===== src/rtl/timer_pkg.sv =====
// Shared definitions for the stopwatch timer: controller states, BCD digit limits
// and the default tick divider.
package timer_pkg;

    typedef enum logic [1:0] {
        ST_IDLE  = 2'd0,
        ST_RUN   = 2'd1,
        ST_LAP   = 2'd2,
        ST_PAUSE = 2'd3
    } state_t;

    localparam logic [3:0] SEC_ONES_MAX = 4'd9;
    localparam logic [3:0] SEC_TENS_MAX = 4'd5;
    localparam logic [3:0] MIN_ONES_MAX = 4'd9;
    localparam logic [3:0] MIN_TENS_MAX = 4'd5;

    localparam int DEFAULT_TICK_DIV = 100_000_000;

endpackage


===== src/rtl/bcd_digit.sv =====
// One BCD counter stage. It wraps from MAX to 0 when enabled.
// carry is combinational so the whole chain advances on a single edge.
module bcd_digit #(
    parameter logic [3:0] MAX = 4'd9
) (
    input  logic       clk,
    input  logic       rst_n,
    input  logic       clr,
    input  logic       en,
    output logic [3:0] value,
    output logic       carry
);

    assign carry = en && (value == MAX);

    always_ff @(posedge clk or negedge rst_n) begin
        if (!rst_n) begin
            value <= 4'd0;
        end else if (clr) begin
            value <= 4'd0;
        end else if (en) begin
            value <= (value == MAX) ? 4'd0 : value + 4'd1;
        end
    end

endmodule


===== src/rtl/stopwatch_ctrl.sv =====
// Stopwatch controller: run/lap/pause/idle FSM, 1 Hz prescaler, mm:ss BCD chain,
// lap freeze register and display muxing.
module stopwatch_ctrl
    import timer_pkg::*;
#(
    parameter int TICK_DIV = DEFAULT_TICK_DIV
) (
    input  logic       clk,
    input  logic       rst_n,
    input  logic       start_stop,
    input  logic       lap,
    input  logic       clear,
    output logic [3:0] disp3,
    output logic [3:0] disp2,
    output logic [3:0] disp1,
    output logic [3:0] disp0,
    output logic       running,
    output logic       lap_active,
    output logic       rollover
);

    localparam int PW = $clog2(TICK_DIV);
    localparam logic [PW-1:0] PRE_LAST = PW'(TICK_DIV - 1);

    state_t        state, state_next;
    logic [PW-1:0] presc;
    logic          counting, tick, capture, zero;
    logic          do_ss, do_lap;
    logic [3:0]    live3, live2, live1, live0;
    logic [15:0]   lap_reg;
    logic          c0, c1, c2, c3;

    // Strict priority: a losing strobe is dropped even if the winner is ignored.
    assign do_ss  = start_stop && !clear;
    assign do_lap = lap && !start_stop && !clear;

    always_ff @(posedge clk or negedge rst_n) begin
        if (!rst_n) state <= ST_IDLE;
        else        state <= state_next;
    end

    always_comb begin
        state_next = state;
        capture    = 1'b0;
        zero       = 1'b0;
        case (state)
            ST_IDLE: begin
                if (do_ss) state_next = ST_RUN;
            end
            ST_RUN: begin
                if (do_ss) begin
                    state_next = ST_PAUSE;
                end else if (do_lap) begin
                    state_next = ST_LAP;
                    capture    = 1'b1;
                end
            end
            ST_LAP: begin
                if (do_ss)       state_next = ST_PAUSE;
                else if (do_lap) state_next = ST_RUN;
            end
            ST_PAUSE: begin
                if (do_ss) begin
                    state_next = ST_RUN;
                end else if (clear) begin
                    state_next = ST_IDLE;
                    zero       = 1'b1;
                end
            end
            default: state_next = ST_IDLE;
        endcase
    end

    // Tick uses the pre-edge state, so pausing on a tick edge still counts.
    assign counting = (state == ST_RUN) || (state == ST_LAP);
    assign tick     = counting && (presc == PRE_LAST);

    always_ff @(posedge clk or negedge rst_n) begin
        if (!rst_n)        presc <= '0;
        else if (zero)     presc <= '0;
        else if (tick)     presc <= '0;
        else if (counting) presc <= presc + PW'(1);
    end

    bcd_digit #(.MAX(SEC_ONES_MAX)) u_sec_ones (
        .clk(clk), .rst_n(rst_n), .clr(zero), .en(tick), .value(live0), .carry(c0));
    bcd_digit #(.MAX(SEC_TENS_MAX)) u_sec_tens (
        .clk(clk), .rst_n(rst_n), .clr(zero), .en(c0),   .value(live1), .carry(c1));
    bcd_digit #(.MAX(MIN_ONES_MAX)) u_min_ones (
        .clk(clk), .rst_n(rst_n), .clr(zero), .en(c1),   .value(live2), .carry(c2));
    bcd_digit #(.MAX(MIN_TENS_MAX)) u_min_tens (
        .clk(clk), .rst_n(rst_n), .clr(zero), .en(c2),   .value(live3), .carry(c3));

    always_ff @(posedge clk or negedge rst_n) begin
        if (!rst_n) begin
            lap_reg  <= 16'd0;
            rollover <= 1'b0;
        end else begin
            if (capture) lap_reg <= {live3, live2, live1, live0};
            rollover <= c3;
        end
    end

    always_comb begin
        running    = counting;
        lap_active = (state == ST_LAP);
        if (state == ST_LAP) begin
            {disp3, disp2, disp1, disp0} = lap_reg;
        end else begin
            {disp3, disp2, disp1, disp0} = {live3, live2, live1, live0};
        end
    end

endmodule


===== config.mk =====
export PLATFORM = sky130hd
export DESIGN_NAME = stopwatch_ctrl
export DESIGN_NICKNAME = d
export VERILOG_FILES = /design/src/rtl/timer_pkg.sv /design/src/rtl/bcd_digit.sv /design/src/rtl/stopwatch_ctrl.sv
export SDC_FILE = /design/constraint.sdc
export NUM_CORES = 1
export LEC_CHECK = 0
export CORE_MARGIN = 1
export CORE_UTILIZATION = 63
export CTS_BUF_LIST = sky130_fd_sc_hd__clkbuf_16
export DETAILED_ROUTE_END_ITERATION = 8
export GPL_ROUTABILITY_DRIVEN = 1
export PLACE_DENSITY = 0.85
export RECOVER_POWER = 25
export SLEW_MARGIN = 20
export SYNTH_ARGS = -nofsm -noshare
export SYNTH_HDL_FRONTEND = slang
export SYNTH_SLANG_ARGS = --single-unit

===== constraint.sdc =====
create_clock -name clk -period 6 [get_ports clk]
set_input_delay 1.2 -clock clk [delete_from_list [all_inputs] [get_ports clk]]
set_output_delay 1.2 -clock clk [all_outputs]
set_load 0.005 [all_outputs]

== Yosys cells after proc, flatten, opt, wreduce, memory -nomap -nowiden ==
Index checks and enable logic that the tools add are counted.

* Equal/unequal tests: 12
* Multiplexer cells: 33
* Reductions and logical operators: 18
* Add/subtract/negate cells: 5

{| class="wikitable"
|+ Operators with widths
! operator !! count
|-
| 27-bit 2-to-1 mux || 3
|-
| 4-bit 2-to-1 mux || 16
|-
| 27-bit by 1-bit adder with 27-bit output, second input constant || 1
|-
| 27-bit == test, second input constant || 1
|-
| 4-bit by 1-bit adder with 4-bit output, second input constant || 4
|-
| 2-bit 2-to-1 mux || 7
|-
| 4-bit by 3-bit == test with 1-bit output, second input constant || 2
|-
| 4-bit == test, second input constant || 2
|-
| 1-bit logical AND || 8
|-
| 2-bit case mux with 4 select lines || 1
|-
| 2-bit nonzero test || 4
|-
| 1-bit 2-to-1 mux || 6
|-
| 3-bit inequality test, second input constant || 2
|-
| 2-bit == test, second input constant || 2
|-
| 4-bit AND reduction || 1
|-
| 3-bit by 1-bit inequality test with 1-bit output, second input constant || 1
|-
| 3-bit nonzero test || 1
|-
| 2-bit by 1-bit == test with 1-bit output, second input constant || 1
|-
| 1-bit zero test || 2
|-
| 2-bit zero test || 1
|-
| 2-bit inequality test, second input constant || 1
|-
| 1-bit logical OR || 1
|}

* Flip-flop bits (word level): 62
* Output and inout port bits: 19
* Input port bits: 5
* Logic and storage cells: 76

== Longest topological paths before layout ==
Gate-level depths: netlist (run 1).

* Word-level depth: 8
* Gate-level depth with buffers: 8
* Mapped depth without buffers: 7

== Cells and area by module ==
A second synthesis (run 1) with hierarchy kept.

* Cell total of the unflattened synthesis: 350
* Area total of the unflattened synthesis: 3558.4 µm²

{| class="wikitable"
|+ By module, submodules not included
! module !! instances !! cells an instance !! area an instance (µm²) !! sequential area each (µm²)
|-
| stopwatch_ctrl || 1 || 252 || 2612.5 || 1151.1
|-
| bcd_digit at u_min_ones ... || 2 || 26 || 241.5 || 100.1
|-
| bcd_digit at u_min_tens ... || 2 || 23 || 231.5 || 100.1
|}

== Worst setup path before layout (run 1) ==
OpenSTA, ideal clock, no wires.

* Kind: input port to flip-flop
* From: in start_stop
* To: reg lap_reg[10]
* Arrival time: 2.617 ns
* Data required time: 5.875 ns
* Library setup time: 0.125 ns
* Path buffers: 1
* Setup slack: 3.259 ns
* Stages: 4
* Path through: or3b_2 > nor2_1 > buf_2 > mux2_2

* Cells in the longest elaborated chain, start to end: 6
* Elaborated cells between the ends (all ways): 7
* Classes of those cells: mux: 3; reduce/logical: 4

{| class="wikitable"
|+ Ends and longest elaborated chain
! element !! line !! RTL
|-
| from (decl) || stopwatch_ctrl.sv:10 || <nowiki>input logic start_stop,</nowiki>
|-
| 1-bit zero test || stopwatch_ctrl.sv:35 || <nowiki>assign do_lap = lap && !start_stop && !clear;</nowiki>
|-
| 1-bit logical AND (2 in series) || stopwatch_ctrl.sv:35 ||
|-
| 1-bit 2-to-1 mux || stopwatch_ctrl.sv:53 || <nowiki>end else if (do_lap) begin</nowiki>
|-
| 1-bit 2-to-1 mux * || stopwatch_ctrl.sv:51 || <nowiki>if (do_ss) begin</nowiki>
|-
| 1-bit 2-to-1 mux * || stopwatch_ctrl.sv:46 || <nowiki>case (state)</nowiki>
|-
| to (signal assigned) || stopwatch_ctrl.sv:99 || <nowiki>if (capture) lap_reg <= {live3, live2, live1, live0};</nowiki>
|-
| to (decl) || stopwatch_ctrl.sv:30 || <nowiki>logic [15:0] lap_reg;</nowiki>
|}

Every way passes the cells marked *; elsewhere a longest branch is shown, timed or not.
A chain may end at the register's enable or synchronous reset.

==> results.sh, run 1 <==
export IMPL_multi_input_area_um2=1750
export IMPL_violations="capacitance limit, slew limit"
export IMPL_critical_path_cell_chain="buf_2, clkbuf_1"
export IMPL_cpMaxStageDelayCell="clkbuf_1"
export IMPL_cp_top_family="buffers and inverters"
export IMPL_synth_mux_area_share_pct=10.1
export IMPL_cts_sinks=62
export IMPL_first_global_vias=2555
export IMPL_crit_path_start_kind="input port"
export IMPL_cp_max_fo=62
export IMPL_vias=2700
export IMPL_cts_tree="yes"
export IMPL_ys_types=42
export IMPL_slowest_delay_ns=2.25
export IMPL_synth_simple_area_share_pct=25.3
export IMPL_yosysSeqAreaShare_pct=45.6
export IMPL_critical_path_arrival_ns=3.56
export IMPL_synth_edf_count=0
export IMPL_drive_gt1_share_pct=13.1
export IMPL_synth_area_um2=3400
export IMPL_die_y_um=75.5
export IMPL_gr_usage_all_layers_pct=28.1
export IMPL_regArea_um2=1550
export IMPL_syn_inst=348
export IMPL_grt_max_degree=63
export IMPL_yosysTopAreaCell="dfrtp_1"
export IMPL_diodes=0
export IMPL_antenna_found_initial=0
export IMPL_critPathKind="input port to asynchronous set/reset pin"
export IMPL_worst_pin_slew_ns=3.20
export IMPL_min_period_ns=3.84
export IMPL_dp_hpwl_um=4650
export IMPL_r2r_slack_ns=2.92
export IMPL_crit_required_ns=5.72
export IMPL_cts_root_buf="clkbuf_16"
export IMPL_rsz0062_at_grt="no"
export IMPL_rows=26
export IMPL_synth_compound_area_share_pct=7.25
export IMPL_leakagePower_uw=0.00173
export IMPL_cts_buffers=9
export IMPL_tns_ns=0
export IMPL_status="complete, but fails checks"
export IMPL_ys_ff_latch=62
export IMPL_synth_common_cells="62 x dfrtp_1, 40 x nor2_1, 27 x mux2_2, 27 x nand2_1"
export IMPL_htree_levels=3
export IMPL_synth_fa_ha_area_share_pct=2.21
export IMPL_setup_viol=0
export IMPL_crit_buf_inv=2
export IMPL_ys_warn_count=0
export IMPL_largest_register_ffs=27
export IMPL_area_growth_pct=16.1
export IMPL_clk_latency_ns=0.33
export IMPL_netlist_area_leader_share_pct=45.6
export IMPL_cts_resized_gates=0
export IMPL_post_drt_via_cell_ratio=6.07
export IMPL_clk_path_buf_depth=2
export IMPL_die_area_um2=5700
export IMPL_postCtsSetupBuffers=0
export IMPL_cp_end_kind="asynchronous set/reset pin"
export IMPL_async_flop_share_pct=100
export IMPL_dr_pass1_iters=6
export IMPL_drcViolationCount=0
export IMPL_final_max_slew_viol_count=63
export IMPL_cap_violations=1
export IMPL_antenna_left=0
export IMPL_clk_pin_slew_ns=0.05
export IMPL_synth_top_family_by_area="simple AND/OR/NAND/NOR gates"
export IMPL_holdBufCountCts=0
export IMPL_core_um2=5140
export IMPL_grt_busiest_layer="met2"
export IMPL_use_met3_pct=8.86
export IMPL_fin_crit_sh_pct=64.0
export IMPL_routabilityCongestion=0.870
export IMPL_p_per_area_nw_per_um2=338
export IMPL_slew_headroom_pct=-113
export IMPL_drt_iter0_drc=282
export IMPL_n_fill_cell=354
export IMPL_synthesis_nets=359
export IMPL_grt_pass1_wl_um=11700
export IMPL_wirelength_um=7060
export IMPL_skew_ns=0.00566
export IMPL_grt_ovfl_total=0
export IMPL_fp_dieW_um=75.5
export IMPL_drt_wirelength_per_cell_um=15.9
export IMPL_vdd_ir_drop_max_uv=218
export IMPL_hold_path_class="flop to flop"
export IMPL_synthTopCellsByArea="dfrtp_1 46%, mux2_2 8.9%, nor2_1 4.4%"
export IMPL_met1_usage_pct=35.4
export IMPL_gr_usage_met2_pct=45.3
export IMPL_final_util_pct=76.8
export IMPL_clock_fmax_ghz=0.260
export IMPL_port_buffers=23
export IMPL_synthFlopType="dfrtp_1"
export IMPL_hold_viol_final=0
export IMPL_synth_xor_area_share_pct=6.44
export IMPL_finalNetCount=382
export IMPL_yosysMostFrequentCell="dfrtp_1"
export IMPL_ios=24
export IMPL_initial_utilization_pct=66.2
export IMPL_syn_mean_instance_area_um2=9.78
[layout by cell type (no fill, tap or decap), types with 3 or more instances in the layout]
master,n
a21oi_1,17
and3_1,6
and4_1,5
clkbuf_16,9
clkdlybuf4s50_1,22
clkinv_2,4
dfrtp_1,62
ha_1,6
inv_1,13
mux2_2,27
mux2i_1,4
nand2_1,27
nand2b_1,4
nand3_1,15
nand3b_1,3
nand4_1,17
nand4b_1,3
nor2_1,40
nor3_1,6
nor3b_1,3
nor4_1,6
o21ai_0,15
o311ai_0,3
o31ai_1,4
or3_1,4
or4_1,3
xnor2_1,10
xor2_1,15
[power by group]
group	leakage, uW	internal (uW)	switching, uW	total, uW
logic	0.000747	144	178	323
clock network	0.000142	314	174	487
registers	0.000845	474	51.5	525
total	0.00173	932	404	1340
[cell type report]
class                      instances  area share [%]
clock inverter                     6            1.36
tap                               70            2.22
inverter                          13            1.24
sequential                        62            39.3
clock buffer                       9            5.70
multi-input combinational        260            44.2
timing repair buffer              25            5.99
[logic make-up after synthesis]
family,Yosys count
AOI/OAI and AO/OA,43
and+or+nand+nor,155
adders and majority gates,6
DFF,62
buffers and inverters,26
muxes,31
xor gates and xnor gates,25
[metrics by stage]
stage	setup slack (ns)	cells	hold slack [ns]	power [uW]	instance area [um^2]
floorplan	3.26	348	0.475	743	3400
finish	2.16	445	0.501	1340	3950
global placement	2.66	430	0.483	835	3670
CTS	2.20	445	0.503	1340	3950
detailed placement	2.56	430	0.491	853	3670
global route	1.45	445	0.510	1410	3950
[path summary, 6_finish.rpt]
check | from | to | cells after the start
max reg2reg | state[0] | presc[2] | 7
min reg2reg | lap_reg[3] | lap_reg[3] | 1
min in group asynchronous | rst_n | u_min_tens.value[2] | 2
max in group clk | state[0] | disp0[1] | 4
max | rst_n | presc[4] | 2
min | lap_reg[3] | lap_reg[3] | 1
[layer usage]
metal / part of all wire (%) / routed length (um)
met5: 0 / 0
met1: 44 / 3120
met4: 1.7 / 123
met3: 4.6 / 326
met2: 49 / 3490
No activity file was read; power rests on OpenSTA's default activity.
==> inputs of run 2 (changes only) <==
CORE_UTILIZATION = 59   (was 63)
PLACE_DENSITY = 0.8   (was 0.85)
clock period = 3.85 ns   (was 6 ns; I/O delays follow)
==> run 2 against run 1 <==
- the run still ends with capacitance limit, slew limit left
- wire length rose by 0.52%
- via count fell by 0.37%
- final cell count rose by 0.67%
- clock power rose by 74%
- largest power group is now the clock network
==> results.sh, run 2 (synthesized netlist as in run 1, its figures left out) <==
export IMPL_largest_register_ffs=27
export IMPL_routabilityCongestion=0.871
export IMPL_rsz0062_at_grt="no"
export IMPL_final_max_slew_viol_count=31
export IMPL_slew_headroom_pct=-11.3
export IMPL_drcViolationCount=0
export IMPL_drt_iter0_drc=213
export IMPL_grt_ovfl_total=0
export IMPL_setup_slack_ns=0.513
export IMPL_clock_fmax_ghz=0.300
export IMPL_slowest_delay_ns=0.79
export IMPL_violations="capacitance limit, slew limit"
export IMPL_port_buffers=23
export IMPL_fp_dieW_um=77.9
export IMPL_diodes=0
export IMPL_clk_latency_ns=0.33
export IMPL_cts_buffers=9
export IMPL_initial_utilization_pct=61.4
export IMPL_layout_cells_most_common="dfrtp_1"
export IMPL_dp_hpwl_um=4730
export IMPL_grt_max_degree=34
export IMPL_status="complete, but fails checks"
export IMPL_dr_pass1_iters=5
export IMPL_crit_buf_inv=2
export IMPL_antenna_found_initial=0
export IMPL_fin_crit_sh_pct=86.7
export IMPL_r2r_slack_ns=0.90
export IMPL_ios=24
export IMPL_area_growth_pct=17.2
export IMPL_critical_path_cell_chain="inv_1, ha_1, mux2_2, clkdlybuf4s50_1"
export IMPL_die_y_um=77.9
export IMPL_cp_top_family="adder cells"
export IMPL_hold_viol_final=0
export IMPL_cts_root_buf="clkbuf_16"
export IMPL_hold_path_class="flop to flop"
export IMPL_setup_viol=0
export IMPL_cts_tree="yes"
export IMPL_vdd_ir_drop_max_uv=322
export IMPL_grt_pass1_wl_um=12000
export IMPL_crit_path_start_kind="flop"
export IMPL_cp_max_fo=24
export IMPL_drive_gt1_share_pct=13.3
export IMPL_critPathKind="flop to output pin"
export IMPL_drt_wirelength_per_cell_um=15.8
export IMPL_cpMaxStageDelayCell="ha_1"
export IMPL_core_um2=5540
export IMPL_dpl_worst_slack_ns=0.864
export IMPL_antenna_left=0
export IMPL_htree_levels=3
export IMPL_gr_usage_all_layers_pct=25.7
export IMPL_rows=27
export IMPL_min_period_ns=3.34
export IMPL_clk_pin_slew_ns=0.06
export IMPL_finalNetCount=382
export IMPL_tns_ns=0
export IMPL_first_global_vias=2581
export IMPL_worst_pin_slew_ns=1.67
export IMPL_crit_required_ns=3.08
export IMPL_cts_resized_gates=0
export IMPL_critical_path_arrival_ns=2.57
export IMPL_skew_ns=0.00767
export IMPL_layout_common_cells="62 x dfrtp_1, 40 x nor2_1, 27 x mux2_2, 27 x nand2_1, 22 x clkdlybuf4s50_1"
export IMPL_wirelength_um=7090
export IMPL_postCtsSetupBuffers=0
export IMPL_leakagePower_uw=0.00174
export IMPL_vias=2690
export IMPL_post_drt_via_cell_ratio=6.00
export IMPL_clk_path_buf_depth=2
export IMPL_cts_sinks=62
export IMPL_cp_end_kind="output pin"
export IMPL_cap_violations=1
export IMPL_holdBufCountCts=0
export IMPL_p_per_area_nw_per_um2=546
export IMPL_die_area_um2=6070
-- run 2: layout make-up --
class / instances / area (um^2)
clock buffer: 9 / 225
clock inverter: 7 / 88.8
fill: 401 / 1550
inverter: 13 / 48.8
multi-input combinational: 260 / 1750
sequential: 62 / 1550
tap: 72 / 90.1
timing repair buffer: 25 / 236
-- run 2: per-layer routing --
layer,routed length [um],share of wire (%),global-route usage [%]
met5,0,0,0
met4,87,1.2,11.7
met3,244,3.4,3.76
met2,3570,50,42.6
met1,3190,45,33.3
-- run 2: worst reg2reg max path, cell delays in order, from the launching register on --
cell and delay (ns):
dfrtp_1 0.43, inv_1 0.12, ha_1 0.53, nand4_1 0.27
nor4_1 0.36, nand2_1 0.28, nand2_1 0.66, nor2_1 0.14
-- run 2: final timing paths --
check                            start                   to  depth (start not counted)
setup reg to reg              state[0]            presc[19]                          7
setup / recovery              state[0]             disp2[3]                          4
max in group asynchronous        rst_n  u_min_ones.value[3]                          2
hold reg to reg            lap_reg[14]          lap_reg[14]                          1
hold / removal             lap_reg[14]          lap_reg[14]                          1
min in group asynchronous        rst_n  u_min_ones.value[2]                          1
-- run 2: where the power goes --
| group | switching, uW | total (uW) | internal, uW |
|---|---|---|---|
| combinational | 281 | 507 | 226 |
| clock | 288 | 849 | 561 |
| sequential | 80.8 | 819 | 738 |
| total | 650 | 2180 | 1530 |
-- run 2: stage by stage --
stage               hold slack [ns]  utilization (%)  power, uW  std cells  instance area (um^2)
floorplan                     0.474                -       1160        348                  3400
global placement              0.484             66.4       1310        432                  3680
detailed placement            0.493             66.4       1330        432                  3680
CTS                           0.506             72.0       2180        448                  3990
global route                  0.514             72.0       2290        448                  3990
finish                        0.503             72.0       2180        448                  3990
